==> src/rtl/ahb_mem_arbiter.sv <==
// Non-preemptive AHB-Lite arbiter: NM masters share one memory slave. The
// address-phase owner keeps the bus until it shows IDLE; round-robin picks the next owner.
module ahb_mem_arbiter #(
  parameter int NM   = 2,
  parameter int PARK = 0
) (
  input  logic             HCLK,
  input  logic             HRESETn,
  input  logic [NM*32-1:0] m_haddr,
  input  logic [NM*2-1:0]  m_htrans,
  input  logic [NM-1:0]    m_hwrite,
  input  logic [NM*3-1:0]  m_hsize,
  input  logic [NM*64-1:0] m_hwdata,
  output logic [63:0]      m_hrdata,
  output logic [NM-1:0]    m_hready,
  output logic [NM-1:0]    m_hresp,
  output logic [31:0]      s_haddr,
  output logic [1:0]       s_htrans,
  output logic             s_hwrite,
  output logic [2:0]       s_hsize,
  output logic             s_hsel,
  output logic [63:0]      s_hwdata,
  output logic             s_hready,
  input  logic             s_hreadyout,
  input  logic             s_hresp,
  input  logic [63:0]      s_hrdata
);
  localparam int IW = (NM > 2) ? 2 : 1;
  localparam logic [IW-1:0] PARK_ID = IW'(PARK);

  // Handshake: an address phase is accepted on a rising HCLK where s_hreadyout=1;
  // a master whose m_hready is low must hold its address-phase signals unchanged.
  logic [IW-1:0] own, d_own, rr;
  logic          d_val;
  logic [IW-1:0] own_nxt, d_own_nxt, rr_nxt;
  logic          d_val_nxt;
  logic [IW-1:0] own_cur, d_own_cur, idx;
  logic          d_val_cur, found;
  logic [NM-1:0] req;

  always_comb begin
    req = '0;
    for (int i = 0; i < NM; i++) req[i] = (m_htrans[2*i +: 2] != 2'b00);
  end

  // While reset is low the outputs already behave as if the registers were reset.
  assign own_cur   = HRESETn ? own : PARK_ID;
  assign d_own_cur = HRESETn ? d_own : PARK_ID;
  assign d_val_cur = HRESETn & d_val;

  always_ff @(posedge HCLK) begin
    if (!HRESETn) begin
      own   <= PARK_ID;
      d_own <= PARK_ID;
      d_val <= 1'b0;
      rr    <= PARK_ID;
    end else begin
      own   <= own_nxt;
      d_own <= d_own_nxt;
      d_val <= d_val_nxt;
      rr    <= rr_nxt;
    end
  end

  always_comb begin
    own_nxt   = own;
    d_own_nxt = d_own;
    d_val_nxt = d_val;
    rr_nxt    = rr;
    found     = 1'b0;
    idx       = '0;
    if (s_hreadyout) begin
      d_val_nxt = s_htrans[1];
      d_own_nxt = own;
      if (req[own]) begin
        own_nxt = own;
      end else if (|req) begin
        for (int k = 1; k <= NM; k++) begin
          idx = IW'((int'(rr) + k) % NM);
          if (!found && req[idx]) begin
            found   = 1'b1;
            own_nxt = idx;
            rr_nxt  = idx;
          end
        end
      end else begin
        own_nxt = PARK_ID;
      end
    end
  end

  always_comb begin
    s_haddr  = '0;
    s_htrans = 2'b00;
    s_hwrite = 1'b0;
    s_hsize  = '0;
    s_hwdata = '0;
    m_hready = '0;
    m_hresp  = '0;
    for (int i = 0; i < NM; i++) begin
      if (own_cur == IW'(i)) begin
        s_haddr     = m_haddr[32*i +: 32];
        s_htrans    = m_htrans[2*i +: 2];
        s_hwrite    = m_hwrite[i];
        s_hsize     = m_hsize[3*i +: 3];
        m_hready[i] = s_hreadyout;
      end else begin
        m_hready[i] = ~req[i];
      end
      if (d_own_cur == IW'(i)) begin
        s_hwdata   = m_hwdata[64*i +: 64];
        m_hresp[i] = s_hresp & d_val_cur;
      end
    end
  end

  assign s_hsel   = s_htrans[1];
  assign s_hready = s_hreadyout;
  assign m_hrdata = s_hrdata;
endmodule
==> config.mk <==
export PLATFORM = sky130hd
export DESIGN_NAME = ahb_mem_arbiter
export DESIGN_NICKNAME = d
export VERILOG_FILES = /design/src/rtl/ahb_mem_arbiter.sv
export SDC_FILE = /design/constraint.sdc
export NUM_CORES = 1
export LEC_CHECK = 0
export ABC_CLOCK_PERIOD_IN_PS = 1900
export CORE_AREA = 8 8 165 167
export CTS_CLUSTER_SIZE = 20
export DETAILED_ROUTE_END_ITERATION = 7
export DIE_AREA = 0 0 173 175
export GPL_TIMING_DRIVEN = 0
export MAX_ROUTING_LAYER = met4
export RECOVER_POWER = 50
export SLEW_MARGIN = 20
export SYNTH_ARGS = -nofsm -noshare
export SYNTH_HDL_FRONTEND = slang
export SYNTH_SLANG_ARGS = --single-unit
==> constraint.sdc <==
create_clock -name HCLK -period 1.9 [get_ports HCLK]
set_input_delay 0.475 -clock HCLK [delete_from_list [all_inputs] [get_ports HCLK]]
set_output_delay 0.475 -clock HCLK [all_outputs]
set_load 0.005 [all_outputs]
==> results of run 1 <==
state kept, by name, indices dropped and copies added (netlist names):
| register | flops |
|---|---|
| d_val | 1 |
| d_own | 1 |
| own | 1 |
power breakdown:
group | switching, mW | internal, mW
combinational | 0.331 | 0.957
clock | 0.0591 | 0.277
sequential | 0.00343 | 0.0649
repair_timing:
| item | 4_1_cts | 5_1_grt |
|---|---|---|
| hold buffers | 0 | 0 |
| buffers inserted | 38 | 9 |
| setup endpoints to repair | 108 | 82 |
| cloned | 2 | 0 |
| gates resized for setup | 516 | 65 |
| pin swaps | 4 | 3 |
cell families (layout without fill, tap and decap cells):
group	count (synthesis)	in the layout	synth area share (%)
mux	103	103	60.7
simple gates	13	13	3.08
buf+inv	78	502	31.7
flops	3	3	3.15
compound gates	5	5	1.44
cell usage after synthesis (2+ instances only):
master    number
buf_2          2
buf_4         67
buf_6          5
clkbuf_8       2
dfxtp_1        3
inv_1          2
mux2_2       102
nand2_1        4
nor2_1         4
nor3_1         2
o21ai_0        3
cell usage in the layout, fill, tap and decap left out, drive strengths merged, types with 2 or more instances in the layout:
| cell type | instances |
|---|---|
| buf | 194 |
| mux2 | 102 |
| clkbuf | 17 |
| clkdlybuf4s50 | 262 |
| nor3 | 2 |
| dfxtp | 3 |
| nor2 | 4 |
| nand2 | 5 |
| o21ai | 3 |
| dlymetal6s2s | 2 |
| dlygate4sd2 | 8 |
| inv | 2 |
| clkdlybuf4s15 | 17 |
per-stage QoR:
stage	util, %	setup slack (ns)	power [mW]	instances	hold slack, ns
after floorplan	-	0.220	0.370	202	0.477
after global placement	24.8	-1.36	1.26	911	0.499
after detailed placement	24.8	-1.35	1.27	911	0.496
after CTS	27.8	-0.212	1.66	953	0.501
after global routing	28.3	-0.207	1.77	956	0.542
final	28.3	-0.177	1.69	956	0.499
metal layers:
| layer | share of wire [%] | GRT usage (%) | up-vias |
|---|---|---|---|
| li1 | - | - | 1492 |
| met1 | 41 | 11.7 | 1456 |
| met2 | 54 | 18.1 | 157 |
| met3 | 4.9 | 2.61 | 5 |
| met4 | 0.44 | 0.826 | 0 |
| met5 | 0 | - | - |
layout make-up:
type	count	share of cell area, %
Buffer	73	9.18
Clock buffer	4	1.13
Inverter	2	0.108
Multi-Input combinational cell	121	21.6
Sequential cell	3	0.968
Tap cell	330	5.92
Timing Repair Buffer	423	61.1
worst max-delay path, cell delays in order, from the launching register on:
cell,delay [ns]
dfxtp_4,0.36
nand2_8,0.07
buf_12,0.13
buf_12,0.12
buf_12,0.12
buf_12,0.13
mux2_4,0.32
buf_6,0.12
path summary, 6_finish.rpt:
kind | endpoint | slack (ns) | cells past startpoint | start
setup / recovery | s_hwdata[38] | -0.18 | 7 | d_own
hold reg to reg | d_val | 0.50 | 2 | d_val
hold / removal | d_val | 0.50 | 2 | d_val
setup reg to reg | d_own | 0.70 | 6 | d_own
==> results by group, run 1 <==
Status
  – Status: finished, violations left
  – Violated checks: setup timing

Synthesis
  – Netlist cell types: 17
  – Mapped Avg Cell Area: 9.45 um^2
  – Synthesized area: 1910 um^2
  – Post-synthesis async set-or-reset flop share: 0%
  – Area share of the leading cell type in the synthesized netlist: 60.2%
  – FF+latch count, synth: 3
  – Yosys top cell by area: mux2_2
  – Yosys warns: 0
  – Syn nets: around 470
  – Most common flop cell mapped by yosys: dfxtp_1
  – Synth top area cells: mux2_2, buf_4, dfxtp_1
  – Cells after Synth: 202
  – Post-synthesis sequential area ratio: under 10%
  – Number of synthesized flops with an enable pin: 0

CTS
  – CTS tree: done
  – H-Tree Level Count: 1
  – Clock slew at reported path FFs: roughly 0.03 ns
  – Clock sink total: 3
  – CTS buffer count: 3
  – Clk_lat worst skew: 0.22 ns
  – Clock Tree Root: clkbuf_16
  – Clock buffer depth: 2

Final layout
  – Area grow syn2layout: 266%
  – Sequential Area: 67.6 um^2
  – Multi-input gate area: between 1500 and 2000 um^2
  – Ratio of cells with drive above 1 in the final layout: 51.1%
  – Final net count: about 900
  – ANT cells: 0
  – Fill count: between 2,000 and 3,000
  – Post-route cell area: between 6000 and 7000 um^2

Drt
  – DRT iter0 DRCs: 60
  – Post-Route WL: between 15,000 and 20,000 um
  – Via count: roughly 3,100
  – DRT Pass-1 Iters: 4
  – Vias per cell: between 3 and 4
  – Drt wl/cell: between 15 and 20 um
  – Antenna Nets Post-Route: 0
  – DRC violations left: 0

Power
  – PwrDens: 242 nW/um^2
  – Peak supply drop: 0.000155 V
  – Leakage: around 3.2 nW

Floorplan
  – Initial Util: a little under 8%
  – Die Span Y: about 180 um
  – Ports: between 400 and 500
  – Placeable Area: between 20,000 and 25,000 um^2
  – Die W: 173 um
  – Row count: 58
  – Die area: just over 30,000 um^2

Worst setup path
  – CP Launch Type: flip-flop
  – Crit Path Max Fanout: 4
  – Critical path endpoint category: output port
  – Endpoint required time on the critical path: ~1.4 ns
  – Critical Path AT: between 1.5 and 2 ns
  – Crit Path Class: reg -> out

Global routing
  – Vias in the first global route: between 3,000 and 4,000
  – Total GRT Usage: 10.1%
  – Largest net degree at the start of global routing: 11
  – First-pass GRT wire length: approximately 23,000 um
  – Congestion Overflow GR: 0
  – Initial antenna violation count: 0

Job
  – Max-Cap Viols: 0

STA
  – RSZ-0062 raised after global routing: true
  – Minimum clock period: roughly 2.1 ns
  – Final period utilization: 109%
  – Final-report max-slew violation count: 0
  – Maximum clock frequency: approximately 480 MHz
  – Setup WS post-layout: -0.177 ns
  – Setup violators final: between 50 and 60
  – Final hold violation count: 0
  – Max_slew headroom: roughly 89%
  – Slew @ Worst Pin: 0.159 ns
  – Fin Clk Skew: approximately 0.0009 ns
  – Setup_tns: -4.15 ns

Hold path
  – Hold Path Class: reg -> reg

Place
  – Routability cong.: 0.772
  – IO buf count: roughly 380
  – Final HPWL DP: roughly 14,000 um
  – Placed Area: 6120 um^2
Power figures use the tool's default switching activity.
==> inputs of run 2 (changes only) <==
- ABC_CLOCK_PERIOD_IN_PS: 1900 -> 1950
- clock period: 1.9 -> 1.95 ns (I/O delays scaled with it)
==> run 2 against run 1 <==
Net effect: the flow still finishes with violations (setup timing); wire length increased by 1.0%; register-to-register slack improved by 0.12 ns; largest power group unchanged; utilization increased by 0.81 points; critical path depth increased by 1; critical endpoint is now s_hwdata[37]; via count increased by 2.2%; total power decreased by 2.2%; clock power decreased by 3%; first-iteration DRC count decreased by 18%.
==> results by group, run 2 (synthesized netlist as in run 1, its figures left out) <==
Status
  – Status: finished, violations left
  – Violated checks: setup timing

Final layout
  – Final net count: 916 (+1.9%)
  – Most common cell after layout, fill and taps aside: clkdlybuf4s50_1
  – Finished Core Util: 29.1% (+0.81 points)
  – Ratio of cells with drive above 1 in the final layout: 53.0% (+1.9 points)
  – Commonest non-fill, non-tap cells in the layout: clkdlybuf4s50_1, buf_6, buf_4
  – Area grow syn2layout: 276%
  – Biggest regs: d_own (1), d_val (1), own (1)

Worst setup path
  – Crit Path Max Fanout: 4 (unchanged)
  – Endpoint required time on the critical path: 1.46 ns (+0.04 ns)
  – Critical path endpoint category: output port
  – Crit Path Class: in -> out
  – Critical Path AT: 1.62 ns (+0.02 ns)
  – CP Launch Type: primary input

STA
  – Final-report max-slew violation count: 0 (unchanged)
  – Final period utilization: 108%
  – Final hold violation count: 0 (unchanged)
  – Fin Clk Skew: 0.000101 ns (-0.000806 ns)
  – Maximum clock frequency: between 400 and 500 MHz
  – Setup WS post-layout: -0.155 ns (+0.0222 ns)
  – Minimum clock period: approximately 2.1 ns
  – Final hold slack: 0.496 ns (-0.00287 ns)
  – Setup violators final: 62 (+13%)
  – Slew @ Worst Pin: 0.154 ns (-0.00458 ns)
  – Max_slew headroom: 89.4% (+0.31 points)
  – RSZ-0062 raised after global routing: true

Power
  – Peak supply drop: 0.000152 V (-1.3%)
  – Leakage: 3.34 nW (+4.3%)
  – Switching share of total power: 23.2% (-0.052 points)
  – Psw: 0.384 mW (-2.4%)
  – Comb pwr share: 76.3% (+0.2 points)
  – Clock group share of total power: 19.7% (-0.2 points)
  – PwrDens: 231 nW/um^2 (-4.9%)
  – Share of power burned in registers: 4.0% (about the same)
  – Internal: 1.27 mW (-2.1%)

Floorplan
  – Initial Util: 7.74% (unchanged)
  – Ports: 444 (unchanged)
  – Die W: 173 um (unchanged)
  – Row count: 58 (unchanged)
  – Die Span Y: 175 um (unchanged)
  – Die area: 30,300 um^2 (unchanged)
  – Placeable Area: 24,700 um^2 (unchanged)

Drt
  – Vias per cell: 3.26 (+0.33%)
  – DRC violations left: 0 (unchanged)
  – Drt wl/cell: 17.3 um (-0.84%)
  – DRT Pass-1 Iters: 4 (unchanged)
  – Via count: 3,179 (+2.2%)
  – DRT iter0 DRCs: 49 (-18%)
  – Antenna Nets Post-Route: 0 (unchanged)
  – Post-Route WL: 16,800 um (+1.0%)

CTS
  – CTS buffer count: 3 (unchanged)
  – Clock sink total: 3 (unchanged)
  – Clk_lat worst skew: 0.22 ns (about the same)
  – Clock buffer depth: 2 (unchanged)
  – Clock Tree Root: clkbuf_16
  – CTS tree: done
  – Clock slew at reported path FFs: 0.03 ns (about the same)
  – H-Tree Level Count: 1 (unchanged)

Global routing
  – First-pass GRT wire length: 23,200 um (+1.4%)
  – Initial antenna violation count: 1 (+1)
  – Vias in the first global route: 3,610 (+1.5%)
  – Total GRT Usage: 10.3% (+0.13 points)
  – Congestion Overflow GR: 0 (unchanged)
  – Largest net degree at the start of global routing: 11 (unchanged)

Job
  – Max-Cap Viols: 0 (unchanged)

Place
  – Final HPWL DP: 14,100 um (unchanged)
  – IO buf count: 379 (unchanged)
  – Routability cong.: 0.772 (unchanged)

Hold path
  – Hold Path Class: reg -> reg
==> run 2: routing by layer <==
| metal | global-route usage (%) | up-vias | wire [um] | share of wire, % |
|---|---|---|---|---|
| met3 | 2.63 | 5 | 844 | 5.0 |
| met5 | - | - | 0 | 0 |
| li1 | - | 1526 | - | - |
| met4 | 0.862 | 0 | 73 | 0.43 |
| met2 | 18.5 | 157 | 9070 | 54 |
| met1 | 11.7 | 1491 | 6820 | 41 |
==> run 2: area by class of cell <==
cell class                      instances  area (um^2)
Multi-Input combinational cell        121         1520
Antenna cell                            1         2.50
Clock buffer                            4         78.8
Tap cell                              330          413
Inverter                                2         7.51
Buffer                                 71          601
Timing Repair Buffer                  442         4490
Fill cell                            2624        17500
Sequential cell                         3         67.6
==> run 2: worst paths after layout <==
kind                            startpoint      endpoint  slack (ns)  cells past startpoint
worst max register to register       d_own         d_own        0.82                      6
worst min-delay path                 d_val         d_val        0.50                      2
worst min register to register       d_val         d_val        0.50                      2
worst max-delay path               HRESETn  s_hwdata[37]       -0.15                      8
==> run 2: power by group through the flow <==
stage	combinational (mW)	sequential (mW)	clock, mW
6_report	1.26	0.0667	0.326
5_1_grt	1.34	0.0672	0.334
4_1_cts	1.25	0.0668	0.330
3_5_place_dp	1.17	0.0677	0
3_3_place_gp	1.16	0.0677	0
2_1_floorplan	0.294	0.0674	0
==> run 2: per-stage QoR <==
stage / setup WS [ns] / power [mW] / TNS [ns] / cell area (um^2) / instances
detailed placement: -1.32 / 1.23 / -111.87 / 6120 / 911
finish: -0.155 / 1.66 / -3.66 / 7180 / 974
global placement: -1.33 / 1.23 / -112.86 / 6120 / 911
global route: -0.182 / 1.74 / -5.88 / 7180 / 974
floorplan: 0.245 / 0.361 / 0 / 1910 / 202
CTS: -0.217 / 1.65 / -6.78 / 7010 / 959
==> run 2: critical path, stage by stage <==
cell and delay (ns):
buf_12 0.10, nand2_8 0.07, buf_12 0.14, buf_12 0.12, buf_12 0.12, buf_12 0.13
mux2_4 0.32, buf_6 0.12
==> run 2: repair_timing <==
action | CTS | global route
endpoints found under the setup margin | 108 | 85
hold buffers | 0 | 0
pin swaps | 2 | 4
setup buffers | 44 | 20
gates cloned | 2 | 0
gates resized for setup | 521 | 75
